--- src/rtl/grid_row_reader_if.sv ---
// Row stream from grid_row_reader to a consumer: one grid row per beat, valid/ready handshake.
`timescale 1ns/1ps
interface grid_row_reader_if #(
  parameter int unsigned ROW_WIDTH = 8,
  parameter int unsigned IDX_W     = 3
);
  logic [ROW_WIDTH-1:0] row_out;
  logic                 row_valid;
  logic                 row_ready;
  logic [IDX_W-1:0]     row_index;
  logic                 last_row;

  modport master (
    output row_out, row_valid, row_index, last_row,
    input  row_ready
  );

  modport slave (
    input  row_out, row_valid, row_index, last_row,
    output row_ready
  );
endinterface

--- src/rtl/grid_row_reader.sv ---
// Snapshots the flattened grid word on request and streams it out one row per beat,
// so the consumer can read generation N while generation N+1 is being written.
`timescale 1ns/1ps
module grid_row_reader #(
  parameter int unsigned DATA_SIZE = 64,
  parameter int unsigned ROW_WIDTH = 8
) (
  input  logic                 clk,
  input  logic                 reset,
  input  logic [DATA_SIZE-1:0] grid_in,
  input  logic                 start,
  grid_row_reader_if.master    row,
  output logic                 busy,
  output logic                 done
);

  localparam int unsigned ROW_W_SAFE = (ROW_WIDTH == 0) ? 1 : ROW_WIDTH;
  localparam int unsigned ROWS_RAW   = DATA_SIZE / ROW_W_SAFE;
  localparam int unsigned ROWS       = (ROWS_RAW == 0) ? 1 : ROWS_RAW;
  localparam int unsigned IDX_W      = (ROWS > 1) ? $clog2(ROWS) : 1;
  localparam logic [IDX_W-1:0] LAST_IDX = IDX_W'(ROWS - 1);

  if (ROW_WIDTH == 0 || (DATA_SIZE % ROW_W_SAFE) != 0) begin : g_width_err
    $error("grid_row_reader: DATA_SIZE must be a nonzero integer multiple of ROW_WIDTH");
  end

  typedef enum logic [1:0] {
    IDLE = 2'd0,
    SEND = 2'd1,
    DONE = 2'd2
  } state_t;

  state_t                          state, state_nxt;
  logic [ROWS-1:0][ROW_W_SAFE-1:0] snapshot, snapshot_nxt;
  logic [IDX_W-1:0]                row_index, index_nxt;

  // State, snapshot and row pointer; reset overrides everything.
  always_ff @(posedge clk) begin
    if (reset) begin
      state     <= IDLE;
      snapshot  <= '0;
      row_index <= '0;
    end else begin
      state     <= state_nxt;
      snapshot  <= snapshot_nxt;
      row_index <= index_nxt;
    end
  end

  // Next-state logic; outputs decode only registered state, never start or row_ready.
  always_comb begin
    state_nxt     = state;
    snapshot_nxt  = snapshot;
    index_nxt     = row_index;
    row.row_valid = 1'b0;
    row.last_row  = 1'b0;
    row.row_index = row_index;
    row.row_out   = snapshot[row_index];
    busy          = 1'b0;
    done          = 1'b0;

    case (state)
      IDLE: begin
        if (start) begin
          snapshot_nxt = grid_in;
          index_nxt    = '0;
          state_nxt    = SEND;
        end
      end
      SEND: begin
        row.row_valid = 1'b1;
        row.last_row  = (row_index == LAST_IDX);
        busy          = 1'b1;
        if (row.row_ready) begin
          if (row_index == LAST_IDX) begin
            state_nxt = DONE;
          end else begin
            index_nxt = row_index + IDX_W'(1);
          end
        end
      end
      DONE: begin
        busy      = 1'b1;
        done      = 1'b1;
        index_nxt = '0;
        state_nxt = IDLE;
      end
      default: begin
        state_nxt = IDLE;
        index_nxt = '0;
      end
    endcase
  end

endmodule

--- src/flat_wrapper.sv ---
// flat-port wrapper written by rule: the top's interface ports become plain ports
module grid_row_reader_flat 
#(
  parameter int unsigned DATA_SIZE = 64,
  parameter int unsigned ROW_WIDTH = 8
)
  (clk, reset, grid_in, start, busy, done, row_row_out, row_row_valid, row_row_index, row_last_row, row_row_ready);
  grid_row_reader_if #(.ROW_WIDTH(ROW_WIDTH), .IDX_W(3)) row_i ();
  input  logic clk;
  input  logic reset;
  input  logic [DATA_SIZE-1:0] grid_in;
  input  logic start;
  output logic busy;
  output logic done;
  output wire logic [$bits(row_i.row_out)-1:0] row_row_out;
  output wire logic [$bits(row_i.row_valid)-1:0] row_row_valid;
  output wire logic [$bits(row_i.row_index)-1:0] row_row_index;
  output wire logic [$bits(row_i.last_row)-1:0] row_last_row;
  input wire logic [$bits(row_i.row_ready)-1:0] row_row_ready;
  assign row_row_out = row_i.row_out;
  assign row_row_valid = row_i.row_valid;
  assign row_row_index = row_i.row_index;
  assign row_last_row = row_i.last_row;
  assign row_i.row_ready = row_row_ready;
  grid_row_reader #(.DATA_SIZE(DATA_SIZE), .ROW_WIDTH(ROW_WIDTH)) u_core (.clk(clk), .reset(reset), .grid_in(grid_in), .start(start), .row(row_i), .busy(busy), .done(done));
endmodule
--- config.mk ---
export PLATFORM = sky130hd
export DESIGN_NAME = grid_row_reader_flat
export DESIGN_NICKNAME = d
export VERILOG_FILES = /design/src/rtl/grid_row_reader_if.sv /design/src/rtl/grid_row_reader.sv /design/src/flat_wrapper.sv
export SDC_FILE = /design/constraint.sdc
export NUM_CORES = 1
export LEC_CHECK = 0
export CORE_AREA = 4 4 77 79
export DETAILED_ROUTE_END_ITERATION = 7
export DIE_AREA = 0 0 81 83
export DONT_BUFFER_PORTS = 1
export GPL_ROUTABILITY_DRIVEN = 1
export PLACE_DENSITY = 0.79
export REMOVE_ABC_BUFFERS = 1
export SLEW_MARGIN = 20
export SYNTH_ARGS = -nofsm -noshare
export SYNTH_HDL_FRONTEND = slang
export SYNTH_SLANG_ARGS = --single-unit
export TNS_END_PERCENT = 100
--- constraint.sdc ---
create_clock -name clk -period 2.7 [get_ports clk]
set_input_delay 0.54 -clock clk [delete_from_list [all_inputs] [get_ports clk]]
set_output_delay 0.54 -clock clk [all_outputs]
set_load 0.01 [all_outputs]
# Word level (Yosys, flattened, before mapping)
# Cells that the tools add are included.
[totals]
output_inout_bits = 15
elab_cells = 38
regBits = 69
in_bits = 68
[classes]
reduce_logical = 5
n_eq_ne = 7
magnitude_cmp = 1
add_sub_neg = 1
muxes = 14
[ops]
columns = ["op", "count"]
rows = [
  ["8-bit binary-select mux with 3-bit select", 1],
  ["3-bit 2-to-1 mux", 3],
  ["8-bit 2-to-1 mux", 1],
  ["2-bit 2-to-1 mux", 3],
  ["2-bit != test (second input constant)", 3],
  ["3-bit one-hot mux with 2 select lines", 1],
  ["3-bit AND reduction", 2],
  ["3-bit by 4-bit < comparator with 1-bit output (second input constant)", 1],
  ["1-bit 2-to-1 mux", 4],
  ["2-bit one-hot mux with 2 select lines", 1],
  ["3-bit by 1-bit adder with 3-bit output (second input constant)", 1],
  ["3-bit == test (second input constant)", 1],
  ["2-bit by 1-bit == test with 1-bit output (second input constant)", 1],
  ["2-bit == test (second input constant)", 1],
  ["2-bit zero test", 1],
  ["2-bit by 1-bit != test with 1-bit output (second input constant)", 1],
  ["2-bit AND reduction", 1],
  ["2-bit OR reduction", 1],
]

# Longest topological paths before layout
[depth]
ltp_word = 4
depth_mapped = 7
depth_no_buf = 5

# Worst setup path after synthesis
# Ideal clock, no wire load.
[synth_path]
path_kind = "reg-to-output"
start = "register u_core.row_index[0], in the netlist u_core.row.row_index[0]"
end = "output port row_row_out[0]"
required_ns = 2.160
setup_slack_ns = 0.702
path_buffers = 2
path_stages_with_launch = 5
arrival_ns = 1.458
cell_sequence = "dfxtp_1 buf_6 buf_12 mux4_2 mux2_4"
[synth_between]
elab_chain_cells = 2
[synth_lines]
columns = ["element", "line", "text"]
rows = [
  ["start, declared", "grid_row_reader.sv:35", "logic [IDX_W-1:0] row_index, index_nxt;"],
  ["start signal, assigned", "grid_row_reader.sv:46", "row_index <= index_nxt;"],
  ["8-bit binary-select mux with 3-bit select", "grid_row_reader.sv:58", "row.row_out = snapshot[row_index];"],
  ["8-bit 2-to-1 mux (not written as such)", "grid_row_reader.sv:58", ""],
  ["end, declared", "flat_wrapper.sv:15", "output wire logic [$bits(row_i.row_out)-1:0] row_row_out;"],
]
# No other way between the ends. The select of a mux whose other input is x is not followed.

# Final worst setup path
[layout_path]
start = "register u_core.row_index[0], in the netlist u_core.row.row_index[0]"
end = "output port row_row_out[6]"
# Same word-level chain as after synthesis.

==> results.md <==
- Status: finished, final reports clean
- Post-CTS Repair Setup Buffers: 0
- Syn. warnings: 0
- WL met3: about 400 µm
- Peak VDD IR: 0.501 mV
- Total GRT Usage: 0.199
- Inserted Clock Buffers: 9
- Synth top area share: 0.450
- Initial antenna violation count: 0
- Clock root buffer: clkbuf_8
- Drt pass-1 iters: 4
- CP max-delay cell: mux4_1
- Core footprint: 5340 µm²
- Pins Over Slew Limit: 0
- Most frequent cells after synthesis: nand2_1 (131), dfxtp_1 (69), a21oi_1 (65)
- Grt total ovfl: 0
- IO Port Bufs: 0
- CP Capture Type: output port
- Area grow syn2layout: 7.63%
- Pin count of the biggest net entering global routing: between 70 and 80
- WP data arrival: 1.79 ns
- CTS sink count: 69
- Cell taking the most area after synthesis: dfxtp_1
- Yosys reg bits: 69
- Cell Area, Synth: 3070 µm²
- RePlAce Congestion: 0.690
- Rows: 27
- Most common cell in the netlist: nand2_1
- Vias: 2,277
- Placed cells: approximately 400
- Sequential standard cell area: approximately 1400 µm²
- Antenna Cells: 0
- # setup viols final: 0
- Fmax: roughly 430 MHz
- Antenna-violating nets left: 0
- Layout cells sized above 1: 0.111
- Number of flops mapped to enable cells by yosys: 0
- Synth top area cells: dfxtp_1 (45%), nand2_1 (16%), a21oi_1 (11%), mux4_1 (8.6%), mux4_2 (4.4%)
- Initial Util: 0.575
- Crit share post-route: 0.862
- Clock buffer depth: 2
- Design area: approximately 3300 µm²
- Number of global-route vias before repair: 2,244
- CP max stage delay: 0.57 ns
- CP startpoint kind: flip-flop
- FFs w/ async S/R, synth: 0
- Vias per cell: between 5 and 6
- Placed Area: 3110 µm²
- PostCTS Resize Cnt: 0
- M1 WL: 2710 µm
- Clock slew at the register clock pins of the worst setup and hold paths: 0.07 ns
- Highest metal used: met4
- Finished Layout Cells: 415
- RSZ-0062 raised after global routing: no
- Clock skew: 0.00525 ns
- Critical path data required time: between 2 and 2.5 ns
- Pleak: 1.26 nW
- Largest delay share family, worst path: multiplexers
- Slew margin rel.: 0.594
- WL/cell: 15.3 µm
- CTS tree: built
- IO Pins: 83
- Syn Area/Cell: roughly 8.8 µm²
- First-pass GRT wire length: slightly above 10,000 µm
- Max-cap violation count: 0
- Syn Inst Count: 347
- Crit Path Class: flip-flop to output port
- TNS Setup: 0 ns
- # hold bufs at CTS: 0
- Hold WC Path Type: primary input to flip-flop
- Initial DRC count: 166
- DIE AREA: between 6000 and 7000 µm²
- Die Wd: slightly above 80 µm
- H-Tree Depth: 3
- DRC viols: 0
- Register area share after synthesis: 0.450
- Die height: about 83 µm
- Synth Flop Type: dfxtp_1
- Actual slew at the worst max-slew pin: 0.609 ns
- Multi-input logic area: about 1500 µm²
- Fillers: 492
- Critical path fanouts, max: 12
- Nets: 412
- Routed Wire Length: 6340 µm
- Crit-path cells: buf_4 -> mux4_1 -> mux2_2
- Final hold violations: 0
- P per Cell Area: 831 nW/µm²
- DP HPWL: 4370 µm
- Count of different cell masters after synthesis: 29
- Fin crit period: roughly 2.3 ns
- CP bufs+invs: 1
- Wire length on met2: 3130 µm
- Worst-skew pair later-pin latency: 0.34 ns
stage by stage:
stage	total power, mW	setup slack (ns)	util	hold slack [ns]
floorplan	1.76	0.370	-	0.425
finish	2.74	0.373	0.618	0.257
global placement	1.93	0.763	0.583	0.433
detailed placement	1.96	0.719	0.583	0.438
CTS	2.77	0.345	0.618	0.248
global route	2.92	0.276	0.618	0.240
power breakdown:
part / switching (mW) / internal, mW
combinational: 0.405 / 0.295
clock: 0.364 / 0.445
sequential: 0.0699 / 1.16
total: 0.839 / 1.90
logic make-up after synthesis:
family	share of synthesized area
AO/OA/AOI/OAI	0.121
adder cells (fa/ha/maj)	0.0245
buffers and inverters	0.0457
flip-flops	0.450
multiplexers	0.170
AND/OR/NAND/NOR	0.188
cells in the final DEF, fill, tap and decap left out, types with 4 or more instances in the layout:
cell type	n
ha_1	6
mux2_4	6
clkinv_2	4
buf_4	5
nand2_1	130
mux4_1	10
dfxtp_1	69
mux4_2	6
clkbuf_8	10
a21oi_1	65
flip-flops by register name (all words and copies together) (netlist names):
| register | count |
|---|---|
| u_core.state | 2 |
| u_core.snapshot | 64 |
| u_core.row.row_index | 3 |
metal layers:
layer | track usage | vias up
li1 | - | 1156
met1 | 0.240 | 1051
met2 | 0.323 | 61
met3 | 0.0597 | 9
met4 | 0.0845 | 0
met5 | 0 | -
area by class of cell:
type,count,share of cell area
Clock buffer,11,0.0428
Clock inverter,5,0.0152
Timing Repair Buffer,7,0.0235
Tap cell,72,0.0273
Multi-Input combinational cell,248,0.469
Inverter,3,0.00341
Sequential cell,69,0.418
final timing paths:
kind         slack, ns  depth (start not counted)                     from                       to
max               0.37                          3  u_core.row.row_index[0]           row_row_out[6]
max reg2reg       0.91                          5          u_core.state[1]  u_core.row.row_index[1]
min reg2reg       0.45                          2      u_core.snapshot[56]      u_core.snapshot[56]
min               0.26                          1                    reset       u_core.snapshot[8]
Power figures use the tool's default switching activity.
